**config.mk**
```make
export PLATFORM = sky130hd
export DESIGN_NAME = adc_scan_sequencer
export DESIGN_NICKNAME = d
export VERILOG_FILES = /design/src/rtl/adc_scan_sequencer.sv
export SDC_FILE = /design/constraint.sdc
export NUM_CORES = 1
export LEC_CHECK = 0
export ABC_AREA = 1
export BUFFER_PORTS_ARGS = -buffer_cell sky130_fd_sc_hd__buf_2
export CAP_MARGIN = 20
export CORE_MARGIN = 5
export CORE_UTILIZATION = 40
export CTS_BUF_LIST = sky130_fd_sc_hd__clkbuf_2
export DETAILED_ROUTE_END_ITERATION = 8
export MAX_ROUTING_LAYER = met4
export PLACE_DENSITY = 0.65
export SYNTH_ARGS = -nofsm -noshare
export SYNTH_HDL_FRONTEND = slang
export SYNTH_SLANG_ARGS = --single-unit
```
**constraint.sdc**
```tcl
create_clock -name clk -period 2.6 [get_ports clk]
set_input_delay 0.26 -clock clk [delete_from_list [all_inputs] [get_ports clk]]
set_output_delay 0.26 -clock clk [all_outputs]
set_load 0.005 [all_outputs]
```
**src/rtl/adc_scan_sequencer.sv**
```systemverilog
// rtl/adc_scan_sequencer.sv - 8-channel ADC scan sequencer with channel re-tagging, decimation and 2-entry output FIFO
// Optional build macro ADC_SEQ_HOLD_EN adds an 8x12 latest-value register file read via rd_ch/rd_data.
module adc_scan_sequencer #(
  parameter int DECIM_W = 8,
  parameter int FIFO_D  = 2
) (
  input  logic               clk,
  input  logic               Resetn,
  input  logic               enable,
  input  logic [7:0]         ch_mask,
  input  logic [DECIM_W-1:0] decim,
  input  logic               frame_done,
  input  logic [11:0]        adc_data,
  output logic [2:0]         adc_add,
  output logic               out_valid,
  output logic [11:0]        out_data,
  output logic [2:0]         out_ch,
  input  logic               out_ready,
  output logic               overflow,
  output logic [7:0]         drop_cnt,
  input  logic               ovf_clr,
`ifdef ADC_SEQ_HOLD_EN
  input  logic [2:0]         rd_ch,
  output logic [11:0]        rd_data,
`endif
  output logic               busy
);

  typedef enum logic [1:0] {IDLE, SCAN, DRAIN} state_t;

  state_t             state, state_n;
  logic [7:0]         shadow;
  logic [2:0]         prev_ch;
  logic               prev_vld;
  logic [DECIM_W-1:0] rcnt;

  logic               start, step, drain, push, pop, drop, full;
  logic               sample_ok;
  logic [3:0]         nxt;
  logic               wrap;

  logic [14:0]        e0, e1;
  logic [1:0]         fifo_cnt;

  // Lowest set bit of a mask; 0 when the mask is empty.
  function automatic logic [2:0] lowest_set(input logic [7:0] m);
    logic [2:0] r;
    r = '0;
    for (int i = 7; i >= 0; i--) begin
      if (m[i]) r = 3'(i);
    end
    return r;
  endfunction

  // {found, index} of the lowest set bit strictly above a.
  function automatic logic [3:0] next_above(input logic [7:0] m, input logic [2:0] a);
    logic [3:0] r;
    r = '0;
    for (int i = 7; i >= 0; i--) begin
      if (m[i] && (3'(i) > a)) r = {1'b1, 3'(i)};
    end
    return r;
  endfunction

  // The sample returned this frame belongs to the address driven one frame earlier.
  assign sample_ok = prev_vld && shadow[prev_ch];
  assign nxt       = next_above(shadow, adc_add);
  assign wrap      = !nxt[3];
  assign busy      = (state != IDLE);

  assign full      = (fifo_cnt == 2'(FIFO_D));
  assign out_valid = (fifo_cnt != 2'd0);
  assign pop       = out_valid && out_ready;
  assign drop      = push && full && !pop;
  assign out_ch    = e0[14:12];
  assign out_data  = e0[11:0];

  // State register.
  always_ff @(posedge clk or posedge Resetn) begin
    if (Resetn) state <= IDLE;
    else        state <= state_n;
  end

  // Next-state and per-frame action decode; every action is qualified by frame_done.
  always_comb begin
    state_n = state;
    start   = 1'b0;
    step    = 1'b0;
    drain   = 1'b0;
    push    = 1'b0;
    case (state)
      IDLE: begin
        if (frame_done && enable) begin
          state_n = SCAN;
          start   = 1'b1;
        end
      end
      SCAN: begin
        if (frame_done) begin
          step = 1'b1;
          push = sample_ok && (rcnt == '0);
          if (!enable) state_n = DRAIN;
        end
      end
      DRAIN: begin
        if (frame_done) begin
          drain   = 1'b1;
          push    = sample_ok && (rcnt == '0);
          state_n = IDLE;
        end
      end
      default: state_n = IDLE;
    endcase
  end

  // Address sequencing, channel-tag pipeline, mask shadowing and round counter.
  always_ff @(posedge clk or posedge Resetn) begin
    if (Resetn) begin
      adc_add  <= '0;
      shadow   <= '0;
      prev_ch  <= '0;
      prev_vld <= 1'b0;
      rcnt     <= '0;
    end else if (start) begin
      shadow   <= ch_mask;
      adc_add  <= lowest_set(ch_mask);
      prev_vld <= 1'b0;
      rcnt     <= '0;
    end else if (step) begin
      prev_ch  <= adc_add;
      prev_vld <= 1'b1;
      if (wrap) begin
        // Round end: new mask is picked up only here, so mid-round edits wait.
        shadow  <= ch_mask;
        adc_add <= lowest_set(ch_mask);
        rcnt    <= (rcnt == decim) ? '0 : rcnt + DECIM_W'(1);
      end else begin
        adc_add <= nxt[2:0];
      end
    end else if (drain) begin
      prev_vld <= 1'b0;
    end
  end

  // Two-entry fall-through FIFO; e0 is always the head.
  always_ff @(posedge clk or posedge Resetn) begin
    if (Resetn) begin
      e0       <= '0;
      e1       <= '0;
      fifo_cnt <= '0;
    end else if (push && pop) begin
      if (fifo_cnt == 2'd2) begin
        e0 <= e1;
        e1 <= {prev_ch, adc_data};
      end else begin
        e0 <= {prev_ch, adc_data};
      end
    end else if (push) begin
      if (fifo_cnt == 2'd0) begin
        e0       <= {prev_ch, adc_data};
        fifo_cnt <= 2'd1;
      end else if (fifo_cnt == 2'd1) begin
        e1       <= {prev_ch, adc_data};
        fifo_cnt <= 2'd2;
      end
    end else if (pop) begin
      e0       <= e1;
      fifo_cnt <= fifo_cnt - 2'd1;
    end
  end

  // Sticky overflow and saturating drop counter; a clear coincident with a drop still records that drop.
  always_ff @(posedge clk or posedge Resetn) begin
    if (Resetn) begin
      overflow <= 1'b0;
      drop_cnt <= '0;
    end else if (ovf_clr) begin
      overflow <= drop;
      drop_cnt <= drop ? 8'd1 : 8'd0;
    end else if (drop) begin
      overflow <= 1'b1;
      if (drop_cnt != 8'hFF) drop_cnt <= drop_cnt + 8'd1;
    end
  end

`ifdef ADC_SEQ_HOLD_EN
  logic [11:0] hold_mem [8];

  // Latest value per channel, independent of decimation and FIFO occupancy.
  always_ff @(posedge clk or posedge Resetn) begin
    if (Resetn) begin
      for (int i = 0; i < 8; i++) hold_mem[i] <= '0;
    end else if ((step || drain) && sample_ok) begin
      hold_mem[prev_ch] <= adc_data;
    end
  end

  assign rd_data = hold_mem[rd_ch];
`endif

endmodule

```
# Word-level counts from Yosys, hierarchy flattened

Index checks and enable logic that the tools add are counted.

Output and inout bits: 29
Logic and storage cells: 140
Bits in latches: 0
Memories: 0
Input bits: 34
Register bits: 66
ROM bits: 0
Memory bits (writable): 0

$add $sub $neg: 3
Equal/unequal tests: 15
Order comparisons: 9
Multiply operators: 0
Div/mod/pow operators: 0
Reduce and logical (&&, ||, !) cells: 37
Shift-type cells: 0
Muxes and demuxes: 63
Bitwise operators: 2

Operator list:

| kind                                                                 | count |
|---|---|
| 15-bit 2-to-1 mux                                                    | 10 |
| 8-bit 2-to-1 mux                                                     | 10 |
| 3-bit 2-to-1 mux                                                     | 11 |
| 4-bit 2-to-1 mux                                                     | 8 |
| 8-bit by 1-bit adder with 8-bit output (second input constant)       | 2 |
| 2-bit 2-to-1 mux                                                     | 8 |
| 2-bit nonzero test                                                   | 8 |
| 1-bit logical AND                                                    | 15 |
| 1-bit 2-to-1 mux                                                     | 14 |
| 2-bit != test (second input constant)                                | 7 |
| 3-bit > comparator (first input constant)                            | 4 |
| 8-bit == test                                                        | 1 |
| 8-bit logical NOT                                                    | 1 |
| 8-bit != test (second input constant)                                | 1 |
| 2-bit AND reduction                                                  | 4 |
| 4-bit AND reduction                                                  | 2 |
| 1-bit by 3-bit > comparator with 1-bit output (first input constant) | 2 |
| 2-bit by 3-bit > comparator with 1-bit output (first input constant) | 2 |
| 3-bit by 1-bit != test with 1-bit output (second input constant)     | 2 |
| 2-bit case mux with 3 select lines                                   | 1 |
| 3-bit nonzero test                                                   | 2 |
| 2-bit by 1-bit == test with 1-bit output (second input constant)     | 2 |
| 2-bit == test (second input constant)                                | 2 |
| 2-bit logical NOT                                                    | 2 |
| 7 further kinds                                                      | 8 |

# Longest topological paths before layout

Word-level depth: 13
Gate-level depth with buffers: 14
Depth with buffers taken out: 13

# Worst setup path after synthesis

No wires, ideal clock.

Path kind: reg-to-reg
Start: register state[0]
End: register e0[0]
Data required time: 2.483 ns
Library setup time: 0.117 ns
Clock period less this slack: 1.774 ns
Cell stages (with the launch flop): 13
Path buffers: 1
Path slack: 0.826 ns
Arrival time: 1.656 ns
Cells stage by stage: dfrtp_1 inv_1 ha_1 nand4_1 nor2_4 nand2_2 nor2_8 nand2_4 nand2_8 inv_6 buf_12 nand2_2 nand2_1

Cells in the longest elaborated chain, start to end: 6

Ends and longest elaborated chain:

| what                                                                                            | RTL line | text |
|---|---|---|
| from (decl)                                                                                     | 31       | `state_t state, state_n;` |
| from (signal assigned)                                                                          | 81       | `else state <= state_n;` |
| 2-bit == test or 2-bit by 1-bit == test with 1-bit output (tied branches)                       | 91       | `case (state)` |
| 2-bit OR reduction (no source line) *                                                           | --       |  |
| 1-bit 2-to-1 mux *                                                                              | --       |  |
| 1-bit logical AND                                                                               | 151      | `end else if (push && pop) begin` |
| 3-bit by 1-bit != test with 1-bit output (no source line) or 3-bit nonzero test (tied branches) | --       |  |
| 2-bit AND reduction (no source line)                                                            | --       |  |
| to (signal assigned)                                                                            | 156      | `e0 <= {prev_ch, adc_data};` |
| to (signal assigned)                                                                            | 160      | `e0 <= {prev_ch, adc_data};` |
| to (decl)                                                                                       | 42       | `logic [14:0] e0, e1;` |

Mark *: on every way between the ends. The rest lies on a longest branch, timed or not.
A chain may end at the register's enable or synchronous reset.

# Final worst setup path

Start: register state[0]
End: register rcnt[1]

Cells in the longest elaborated chain, start to end: 4

Ends and longest elaborated chain:

| what                                                                          | RTL line | text |
|---|---|---|
| 2-bit logical NOT or 2-bit by 1-bit == test with 1-bit output (tied branches) | 91       |  |
| 1-bit 2-to-1 mux                                                              | 91       |  |
| 2-bit != test (no source line) or 2-bit nonzero test (tied branches)          | --       |  |
| 2-bit AND reduction (no source line)                                          | --       |  |
| to (signal assigned)                                                          | 136      | `rcnt <= (rcnt == decim) ? '0 : rcnt + DECIM_W'(1);` |
| to (decl)                                                                     | 35       | `logic [DECIM_W-1:0] rcnt;` |

Several ways; a longest one is shown, not always the timed one.

==> results.json <==
{
  "post_cts_resized": 0,
  "dp_hpwl_um": 6800,
  "die_area_mm2": 0.0125,
  "cts_made_buffers": 9,
  "powerDensity_mw_per_mm2": 783,
  "slew_headroom": 0.579,
  "die_h_um": 112,
  "netlist_area_mm2": 0.00415,
  "die_w_um": 112,
  "hold_slack_ps": 160,
  "drc": 0,
  "worst_pin_slew_ps": 630,
  "reg2reg_depth": 10,
  "syn_inst": 547,
  "finalClockSkew_ps": 34.2,
  "grt_max_degree": 40,
  "async_reset_ff_frac": 1.00,
  "setup_tns_ps": 0,
  "routed_via_density": 4.88,
  "whs_path_depth": 4,
  "grt_pass1_wl_um": 16600,
  "cp_max_fo": 27,
  "drt_iter0_drc": 165,
  "ir_drop_v": 0.000525,
  "fill_cells": 1025,
  "synth_seq_area_share": 0.398,
  "worst-setup-path-type": "flop to flop",
  "first_global_vias": 3602,
  "synthFlopType": "dfrtp_1",
  "worstHoldStart": "frame_done",
  "cts_sinks": 66,
  "max_cap_violations": 0,
  "drt-total-wl_um": 9590,
  "cp-start-kind": "flop",
  "num_vias": 3752,
  "r2r_start": "state[0]",
  "port_buffers": 62,
  "design_power_total_mw": 3.82,
  "grt_overflow_total": 0,
  "fmax_ghz": 0.444,
  "status": "complete, no violations",
  "ys_ff_latch": 66,
  "boundaryPins": 63,
  "ant_nets": 0,
  "gp_congestion": 0.861,
  "holdPathEnd": "state[0]",
  "ys_types": 40,
  "firstDrtPassIters": 5,
  "core_area_mm2": 0.0102,
  "yosys_warnings": 0,
  "nets": 672,
  "insertion_delay_ps": 520,
  "crit_required_ps": 3040,
  "rsz0062_at_grt": "no",
  "drive_above_1_share": 0.190,
  "post-cts-setup-buffers": 0,
  "drv_slew": 0,
  "synth_enable_flop_cells": 0,
  "rr_endpoint": "rcnt[1]",
  "cts_buffer_depth": 2,
  "start_util": 0.406,
  "p_leak_nw": 2.52,
  "final_cell_mix": "157 x nand2_1, 67 x nand3_1, 66 x dfrtp_1, 62 x buf_2, 43 x inv_1",
  "cp.arrival_ps": 2690,
  "syn_area_per_cell_um2": 7.59,
  "period_minus_slack_ps": 2250,
  "syn-num-nets": 591,
  "setup_viol": 0,
  "post-route-util": 0.477,
  "path_clk_slew_ps": 190,
  "num_rows": 37,
  "antenna_cells": 0,
  "hold_viol_final": 0,
  "r2r_slack_ps": 350,
  "htree_num_levels": 3,
  "cts_tree": "built",
  "cp-end-kind": "flop",
  "wl_per_cell_um": 12.5,
  "grt_usage": 0.165,
  "area.growth.synth_to_final_pct": 17.6,
  "hold_class": "input pin to flop",
  "antenna_found_initial": 0,
  "mostFrequentLayoutCell": "nand2_1",
  "root_buffer": "clkbuf_2",
  "min_period_over_period": 0.866,
  "cts_hold_buf": 22
}
==> worst max path at each step <==
| stage | from | to | depth (start not counted) |
|---|---|---|---|
| 2_1_floorplan | Resetn | adc_add[0] | 1 |
| 3_3_place_gp | state[0] | rcnt[2] | 10 |
| 3_5_place_dp | state[0] | rcnt[2] | 10 |
| 4_1_cts | state[0] | rcnt[2] | 10 |
| 5_1_grt | state[1] | rcnt[1] | 10 |
| 6_report | state[0] | rcnt[1] | 10 |
==> kinds of logic (layout without fill, tap and decap cells) <==
logic type      Yosys count  after routing  synth area share
xor+xnor                 14             14            0.0295
fa+ha+maj                10             10            0.0301
mux                      12             12            0.0289
simple gates            311            311             0.349
flops                    66             66             0.398
buf+inv                  72            158            0.0853
compound gates           62             62            0.0790
==> worst max-delay path: stages, from the launching register on <==
cell      delay [ps]
dfrtp_1          440
inv_1            120
ha_1             190
inv_1             80
nor2_4           180
clkinv_1         280
nand2_1          230
nand2_2          300
nor2_1           230
nand2_1           70
o21ai_0           70
==> cells in the mapped netlist, types with 2 or more instances <==
cell,number,share of area
mux2i_1,12,0.029
clkbuf_1,4,0.0036
xor2_1,4,0.0084
o31ai_1,2,0.0036
ha_1,10,0.030
dfrtp_1,66,0.40
buf_6,6,0.016
nand3_1,67,0.081
o21bai_1,2,0.0036
o21ai_1,9,0.011
inv_2,5,0.0045
inv_1,44,0.040
and3_1,2,0.0030
xnor2_1,10,0.021
buf_4,2,0.0036
nand2_1,157,0.14
nor2_1,41,0.037
nor3_1,4,0.0048
buf_2,8,0.0096
o211ai_1,2,0.0036
nand4_1,10,0.015
nor2_4,4,0.011
nand3_2,2,0.0048
o21ai_0,40,0.048
nand2_2,15,0.023
a21oi_1,5,0.0060
==> state kept, by name (all words and copies together) (netlist names) <==
| name | cells |
|---|---|
| rcnt | 8 |
| e0 | 15 |
| drop_cnt | 8 |
| shadow | 8 |
| fifo_cnt | 2 |
| adc_add | 3 |
| prev_ch | 3 |
| state | 2 |
| overflow | 1 |
| e1 | 15 |
| prev_vld | 1 |
==> where the power goes <==
group | internal [mW] | switching (mW) | total (mW)
sequential | 1.26 | 0.253 | 1.51
combinational | 0.636 | 1.03 | 1.66
clock | 0.230 | 0.418 | 0.648
==> routing by layer <==
layer | track usage | wire (um) | up-vias
met2 | 0.255 | 4480 | 104
met5 | - | 0 | -
met1 | 0.209 | 4410 | 1704
met3 | 0.0505 | 615 | 8
met4 | 0.0454 | 93 | 0
li1 | - | - | 1936
==> per-stage QoR <==
step	setup WS (ps)	cell area (um2)	std cells
after floorplan	685	4150	547
final	347	4880	769
after global placement	378	4540	731
after detailed placement	361	4540	731
after global routing	57.2	4880	769
after CTS	300	4880	769
==> area by class of cell <==
type,count,area [um2],share of cell area
multi-input cells,409,2140,0.439
clock buffers,9,45.0,0.00923
clock inverters,7,77.6,0.0159
repair buffers,91,596,0.122
well taps,136,170,0.0349
flip-flops and latches,66,1650,0.338
inverters,51,196,0.0402
No activity file was read; power rests on OpenSTA's default activity.
